<file path="config.mk">
export PLATFORM = sky130hd
export DESIGN_NAME = calc_display
export DESIGN_NICKNAME = d
export VERILOG_FILES = /design/src/rtl/calc_pkg.sv /design/src/rtl/bcd_to_7seg.sv /design/src/rtl/calc_display.sv
export SDC_FILE = /design/constraint.sdc
export NUM_CORES = 1
export LEC_CHECK = 0
export ABC_AREA = 1
export BUFFER_PORTS_ARGS = -buffer_cell sky130_fd_sc_hd__buf_2
export CAP_MARGIN = 20
export CELL_PAD_IN_SITES_DETAIL_PLACEMENT = 0
export CELL_PAD_IN_SITES_GLOBAL_PLACEMENT = 1
export CORE_ASPECT_RATIO = 0.8
export CORE_UTILIZATION = 35
export CTS_CLUSTER_DIAMETER = 60
export DETAILED_ROUTE_END_ITERATION = 16
export PLACE_DENSITY_LB_ADDON = 0.1
export SETUP_SLACK_MARGIN = 0.1
export SLEW_MARGIN = 15
export SYNTH_ARGS = -nofsm -noshare
export SYNTH_HDL_FRONTEND = slang
export SYNTH_SLANG_ARGS = --single-unit
</file>
<file path="constraint.sdc">
create_clock -name clock -period 2.1 [get_ports clock]
set_input_delay 0.315 -clock clock [delete_from_list [all_inputs] [get_ports clock]]
set_output_delay 0.315 -clock clock [all_outputs]
set_load 0.05 [all_outputs]
</file>
<file path="src/rtl/calc_pkg.sv">
// Shared constants for the calculator display back-end: core status codes,
// frame geometry, segment glyphs and the capture state encoding.
package calc_pkg;

  localparam int NDIG = 8;

  localparam logic [1:0] ST_ERRO  = 2'b00;
  localparam logic [1:0] ST_BUSY  = 2'b01;
  localparam logic [1:0] ST_READY = 2'b10;

  // Active-low glyphs, dp (bit 7) always off.
  localparam logic [7:0] SEG_BLANK = 8'hFF;
  localparam logic [7:0] SEG_E     = 8'h86;
  localparam logic [7:0] SEG_R     = 8'hAF;
  localparam logic [7:0] SEG_O     = 8'hA3;

  typedef enum logic [0:0] {
    CAP_IDLE  = 1'b0,
    CAP_SWEEP = 1'b1
  } cap_state_e;

endpackage

</file>
<file path="src/rtl/bcd_to_7seg.sv">
// Combinational BCD to active-low seven-segment decode; non-decimal codes go blank.
module bcd_to_7seg
  import calc_pkg::*;
(
  input  logic [3:0] bcd_i,
  output logic [7:0] seg_o
);

  always_comb begin
    case (bcd_i)
      4'd0:    seg_o = 8'hC0;
      4'd1:    seg_o = 8'hF9;
      4'd2:    seg_o = 8'hA4;
      4'd3:    seg_o = 8'hB0;
      4'd4:    seg_o = 8'h99;
      4'd5:    seg_o = 8'h92;
      4'd6:    seg_o = 8'h82;
      4'd7:    seg_o = 8'hF8;
      4'd8:    seg_o = 8'h80;
      4'd9:    seg_o = 8'h90;
      default: seg_o = SEG_BLANK;
    endcase
  end

endmodule

</file>
<file path="src/rtl/calc_display.sv">
// Captures the core's serial digit sweep into a double-buffered 8-digit frame and
// scans it onto 8 multiplexed active-low seven-segment displays (1 clock output latency).
module calc_display
  import calc_pkg::*;
#(
  parameter int SCAN_DIV = 50000,
  parameter bit BLANK_LZ = 1'b1
) (
  input  logic       clock,
  input  logic       reset,
  input  logic [1:0] status,
  input  logic [3:0] data,
  input  logic [3:0] pos,
  output logic [7:0] an,
  output logic [7:0] seg,
  output logic       frame_done
);

  localparam int PW = (SCAN_DIV > 1) ? $clog2(SCAN_DIV) : 1;

  cap_state_e              state_q, state_d;
  logic [2:0]              exp_q, exp_d;
  logic [NDIG-1:0][3:0]    shadow_q, shadow_d;
  logic [NDIG-1:0][3:0]    disp_q, disp_d;
  logic                    done_q, commit;
  logic [PW-1:0]           presc_q, presc_d;
  logic [2:0]              scan_q, scan_d;
  logic [7:0]              an_q, an_d, seg_q, seg_d;
  logic [7:0]              glyph;
  logic [NDIG-1:0]         lz;
  logic                    lead;
  logic                    busy;

  assign busy = (status == ST_BUSY);

  always_comb begin
    state_d  = state_q;
    exp_d    = exp_q;
    shadow_d = shadow_q;
    disp_d   = disp_q;
    commit   = 1'b0;
    case (state_q)
      CAP_IDLE: begin
        if (busy && pos == 4'd0) begin
          shadow_d[0] = data;
          exp_d       = 3'd1;
          state_d     = CAP_SWEEP;
        end
      end
      default: begin
        if (busy && pos == {1'b0, exp_q}) begin
          shadow_d[pos[2:0]] = data;
          if (pos[2:0] == 3'd7) begin
            disp_d  = shadow_d;
            commit  = 1'b1;
            exp_d   = 3'd0;
            state_d = CAP_IDLE;
          end else begin
            exp_d = exp_q + 3'd1;
          end
        end else if (busy && pos == 4'd0) begin
          // Out-of-order index 0 aborts and immediately starts a fresh sweep.
          shadow_d[0] = data;
          exp_d       = 3'd1;
        end else begin
          exp_d   = 3'd0;
          state_d = CAP_IDLE;
        end
      end
    endcase
  end

  always_comb begin
    presc_d = presc_q + PW'(1);
    scan_d  = scan_q;
    if (presc_q == PW'(SCAN_DIV - 1)) begin
      presc_d = '0;
      scan_d  = scan_q + 3'd1;
    end
  end

  // Output path reads the next-state frame so a same-edge commit is shown immediately.
  bcd_to_7seg u_dec (
    .bcd_i (disp_d[scan_q]),
    .seg_o (glyph)
  );

  always_comb begin
    lz   = '0;
    lead = 1'b1;
    for (int i = NDIG - 1; i >= 1; i--) begin
      lead  = lead & (disp_d[i] == 4'd0);
      lz[i] = lead;
    end
  end

  always_comb begin
    an_d = ~(8'b1 << scan_q);
    if (status == ST_ERRO) begin
      case (scan_q)
        3'd3:    seg_d = SEG_E;
        3'd2:    seg_d = SEG_R;
        3'd1:    seg_d = SEG_R;
        3'd0:    seg_d = SEG_O;
        default: seg_d = SEG_BLANK;
      endcase
    end else if (BLANK_LZ && lz[scan_q]) begin
      seg_d = SEG_BLANK;
    end else begin
      seg_d = glyph;
    end
  end

  always_ff @(posedge clock or negedge reset) begin
    if (!reset) begin
      state_q  <= CAP_IDLE;
      exp_q    <= 3'd0;
      shadow_q <= '0;
      disp_q   <= '0;
      done_q   <= 1'b0;
      presc_q  <= '0;
      scan_q   <= 3'd0;
      an_q     <= 8'hFF;
      seg_q    <= SEG_BLANK;
    end else begin
      state_q  <= state_d;
      exp_q    <= exp_d;
      shadow_q <= shadow_d;
      disp_q   <= disp_d;
      done_q   <= commit;
      presc_q  <= presc_d;
      scan_q   <= scan_d;
      an_q     <= an_d;
      seg_q    <= seg_d;
    end
  end

  assign an         = an_q;
  assign seg        = seg_q;
  assign frame_done = done_q;

endmodule

</file>
---- Yosys cells after proc, flatten, opt, wreduce, memory -nomap -nowiden ----
Memory sizes are Yosys's and may differ from the RTL's.
Cells that the tools add are included.
cells by class
  eq/ne operators ......................... 7
  reduce and logical (&&, ||, !) cells .... 16
  order comparisons ....................... 3
  bitwise gates (word level) .............. 7
  shifts and indexed selects .............. 1
  $add $sub $neg .......................... 3
  muxes and demuxes ....................... 29
operators with widths
  kind                   number
  $mux 32                3
  $bwmux 32              1
  $logic_not 4->1        8
  $pmux 7 s3             1
  $mux 4                 5
  $add 16x1->16 const B  1
  $eq 16x16->1 const B   1
  $mux 16                1
  $mux 8                 2
  $bmux 4 s3             1
  $demux 4 s3            1
  $mux 3                 4
  $mux 1                 9
  $lt 3x4->1 const B     2
  $not 8->8              1
  $shl 1x3->8 const A    1
  $add 3x1->3 const B    2
  $and 1x1->1            6
  $eq 3x2->1 const B     2
  $eq 4x3->1             1
  $bmux 1 s3             1
  $eq 3x1->1 const B     1
  $eq 3x3->1 const B     1
  $ge 3x1->1 const B     1
  7 further kinds        9
storage, ports and cells
  output and inout port bits .............. 17
  memory bits (read-only) ................. 112
  logic and storage cells ................. 90
  memories ................................ 1
  register bits ........................... 104
memory list
  memory            words  width  read ports  clocked after memory_dff  write ports  line               source
  (name not given)  16     7      1           0                         0            bcd_to_7seg.sv:10  case (bcd_i)

---- Logic depth before layout (Yosys ltp) ----
  depth in word-level cells ............... 19
  mapped depth ............................ 21

---- Cells and area by module ----
A second synthesis with hierarchy kept.
unflattened totals
  cell total of the unflattened synthesis .. 693
  area, all modules ....................... 5213.8 um^2
modules (own cells, without submodules)
  module        sequential area each (um^2)  cells each  instances  area each (um^2)
  calc_display  2522.4                       656         1          5014.8
  bcd_to_7seg   0.0                          37          1          198.9

---- Worst setup path after synthesis ----
OpenSTA, ideal clock, no wires.
  kind .................................... input -> register
  start point ............................. in pos[1]
  end point ............................... reg seg_q[5], in the netlist seg[5]
  library setup time ...................... 82 ps
  data required time ...................... 2018 ps
  arrival time ............................ 2166 ps
  buffers on the path ..................... 3
  path slack .............................. -148 ps
  cell stages on the path ................. 19
  path through ............................ buf_4 nand3_2 nor2_4 nand3_2 buf_6 buf_2 o21ai_1 inv_1 nand2_1 nand2_1 nand2_1 inv_1 ha_1 inv_1 nand3_1 nand3_1 nand3_1 nand2_1 nand2_1
RTL lines
  element               line                 source
  from (decl)           calc_display.sv:13   input logic [3:0] pos,
  to (signal assigned)  calc_display.sv:134  seg_q <= seg_d;
  to (decl)             calc_display.sv:28   logic [7:0] an_q, an_d, seg_q, seg_d;

==> run_results.csv <==
group,metric,value,unit
power_and_ir_drop,cellLeakagePower,3.78,nW
power_and_ir_drop,clock_power_share,39.5,%
timing,period_needed,2.36,ns
power_and_ir_drop,power_density,574,mW/mm²
detailed_routing,dr.pass1.iters,5,
clock_tree,cts_tree,"built",
grt,grt_pass1_vias,5040,
grt,grtUsageTotal,20.6,%
final_layout,diodes,0,
final_layout,nFillCells,1535,
power_and_ir_drop,net-switching-power,1.12,mW
grt,grt_use_met3,3.53,%
placement,gp_congestion,0.859,
grt,grt_overflow,0,
yosys,synthArstFlopShare,100,%
clock_tree,cts_num_sinks,99,
timing,setup_slack,-0.257,ns
hold_path,min_from,"status[0]",
yosys,syn_area,0.00544,mm²
yosys,ys_ff_latch,99,
clock_tree,clk_pin_slew,0.07,ns
yosys,syn_avg_cell_area,7.25,µm²
power_and_ir_drop,pwr-share-comb,14.0,%
floorplan,core-area,0.0151,mm²
placement,port_buffers,27,
clock_tree,ctsRootBufferMaster,"clkbuf_16",
final_layout,final_layout_size_suffix_gt1_share,31.4,%
clock_tree,cts_max_path_buffers,2,
status,violations,"negative setup slack",
floorplan,die_w,141,µm
detailed_routing,antenna_left,0,
critical_path,crit_start,"exp_q[1]",
yosys,synth_top_cell_by_area,"dfrtp_1",
hold_path,min_path_type,"input port to flop",
critical_path,r2r_end,"seg[4]",
yosys,synth.net_count,775,
power_and_ir_drop,power,4.29,mW
power_and_ir_drop,swShare,26.2,%
floorplan,rows,40,
critical_path,crit_end,"seg[4]",
power_and_ir_drop,p_int,3.17,mW
timing,finalMaxSlewViolations,0,
detailed_routing,wl_per_cell,14.1,µm
critical_path,critical_path_class,"flop to flop",
timing,max_freq,424,MHz
yosys,synth_cell_types,29,
yosys,synth_most_common_cell,"nand2_1",
floorplan,dieHeight,113,µm
detailed_routing,drt-total-wl,15.5,mm
grt,grt_max_degree,45,
timing,worst_pin_slew,0.591,ns
clock_tree,htreeDepth,3,
final_layout,synthToLayoutAreaGrowth,37.6,%
grt,grt_pass1_wl,25.3,mm
yosys,yosysSeqAreaShare,45.9,%
yosys,ys_top_cells_by_area,"dfrtp_1, nand2_1, dfstp_2",
floorplan,die_area,0.0160,mm²
critical_path,critical_path_arrival,2.64,ns
critical_path,startpoint_type,"flop",
final_layout,nNetsFinal,914,
placement,dp_hpwl,11.5,mm
power_and_ir_drop,vdd_drop_max,0.379,mV
timing,relSlewSlack,60.2,%
timing,setup_violations,7,
timing,timing.final.crit_share,112,%
flow_run,drv_cap,0,
grt,grtUsageMet2,31.8,%
yosys,synth.yosys.warnings,0,
yosys,synth_enable_flop_cells,0,
timing,rsz0062_at_grt,"true",
yosys,netlist.area_leader.share,38.7,%
clock_tree,clk_latency,0.35,ns
clock_tree,cts_made_buffers,9,
critical_path,required,2.39,ns
critical_path,r2r-start,"exp_q[1]",
grt,gr-usage-met1,29.5,%
yosys,postSynthCellCount,750,
status,status,"finished, violations left",
detailed_routing,via_count,5124,
critical_path,r2r_slack,-0.26,ns
grt,grt_antenna_before_repair,0,
grt,grt.busiest_layer,"met2",
floorplan,io_pins,29,
timing,finalHoldViolCount,0,
timing,timing.hold.ws,0.325,ns
yosys,ys.flop_type,"dfrtp_1",
floorplan,initial_utilization,36.0,%
detailed_routing,via_per_inst,4.64,
detailed_routing,drcViolationCount,0,
timing,skew,0.00753,ns
yosys,synth_commonest_cells,"nand2_1, inv_1, dfrtp_1, nand3_1, nor2_1",
critical_path,critPathCaptureType,"flop",
final_layout,post-route-util,49.5,%
critical_path,cp_max_fo,8,
power_and_ir_drop,seqPwrFrac,46.4,%
critical_path,rr_worst_depth,20,
detailed_routing,drt_iter0_drc,327,
[state kept, by name (all words and copies together), names as in the netlist]
name / flops
exp_q: 3
seg: 7
shadow_q: 28
presc_q: 16
scan_q: 3
an: 8
disp_q: 32
frame_done: 1
state_q: 1
[timing repair]
item                                    4_1_cts  5_1_grt
cloned                                        0        2
hold buffers                                  1        0
buffers inserted                              9       13
gates resized for setup                      31       81
endpoints found under the setup margin        7       25
pin swaps                                     3       37
endpoints found under the hold margin        23        0
[area by class of cell]
cell class | instances | area (µm²) | area share, %
well taps | 210 | 263 | 3.51
flip-flops and latches | 99 | 2500 | 33.4
inverters | 111 | 419 | 5.60
clock inverters | 7 | 77.6 | 1.04
repair buffers | 149 | 1230 | 16.4
clock buffers | 9 | 225 | 3.01
multi-input cells | 519 | 2770 | 37.1
[layout by cell type (no fill, tap or decap), drive strengths merged]
cell type / Yosys / final
clkinv: 2 / 6
dfrtp: 84 / 84
nor2: 55 / 55
nand4: 40 / 40
nor3: 2 / 2
dfstp: 15 / 15
ha: 13 / 13
nand2: 271 / 271
inv: 109 / 110
nand3: 54 / 54
a21oi: 15 / 15
clkbuf: 6 / 11
a211oi: 1 / 1
dlygate4sd3: 0 / 1
o21ai: 56 / 56
nor4: 3 / 3
and2: 1 / 1
xor2: 6 / 6
bufinv: 0 / 1
a21boi: 1 / 1
buf: 15 / 146
conb: 1 / 1
clkinvlp: 0 / 1
[power by group through the flow]
| stage | sequential [mW] | combinational, mW | clock, mW |
|---|---|---|---|
| after floorplan | 2.05 | 0.215 | 0 |
| after global placement | 2.03 | 0.473 | 0 |
| after detailed placement | 2.03 | 0.482 | 0 |
| after CTS | 1.99 | 0.502 | 1.77 |
| after global routing | 2.00 | 0.670 | 1.83 |
| final | 1.99 | 0.603 | 1.70 |
[how the worst min path moves through the flow]
| stage | to | slack (ns) | depth (start not counted) |
|---|---|---|---|
| floorplan | disp_q[0] | 0.02 | 0 |
| global placement | shadow_q[14] | 0.27 | 1 |
| detailed placement | shadow_q[2] | 0.28 | 1 |
| CTS | seg[5] | 0.30 | 4 |
| global route | seg[5] | 0.35 | 4 |
| finish | seg[5] | 0.33 | 4 |
[cells by family (layout without fill, tap and decap cells)]
logic type / after synthesis / after routing / share of synthesized area [%]
compound gates: 73 / 73 / 6.95
xor+xnor: 6 / 6 / 0.967
fa+ha+maj: 13 / 13 / 2.99
buf+inv: 132 / 276 / 9.78
flops: 99 / 99 / 45.9
other cells: 1 / 1 / 0.0690
simple gates: 426 / 426 / 33.3
[per-layer routing]
layer,up-vias,wire (µm)
li1,2641,-
met1,2415,8210
met2,53,6730
met3,15,358
met4,0,227
met5,-,0
[worst max-delay path: stages (launching register included)]
cell     delay (ns)
dfrtp_1        0.38
inv_1          0.06
nand2_1        0.07
nand2_2        0.07
nor2_4         0.14
nand3_2        0.10
buf_12         0.16
buf_6          0.14
nand2_2        0.08
o21ai_4        0.06
nand2_2        0.09
nand2_2        0.08
o21ai_1        0.14
nand2_2        0.10
buf_4          0.15
ha_4           0.15
nand3_1        0.07
nand3_1        0.07
nand3_1        0.07
nand2_1        0.05
nand2_1        0.06
[stage by stage]
| stage | setup WS, ns | std cells | setup TNS, ns | cell area [µm²] |
|---|---|---|---|---|
| after floorplan | -0.0335 | 750 | -0.0718 | 5530 |
| final | -0.257 | 1104 | -1.57 | 7480 |
| after global routing | -0.441 | 1104 | -2.80 | 7480 |
| after CTS | -0.226 | 1094 | -1.41 | 7090 |
| after detailed placement | -0.453 | 1068 | -2.84 | 6620 |
| after global placement | -0.484 | 1068 | -3.17 | 6620 |
No activity file was read; power rests on OpenSTA's default activity.
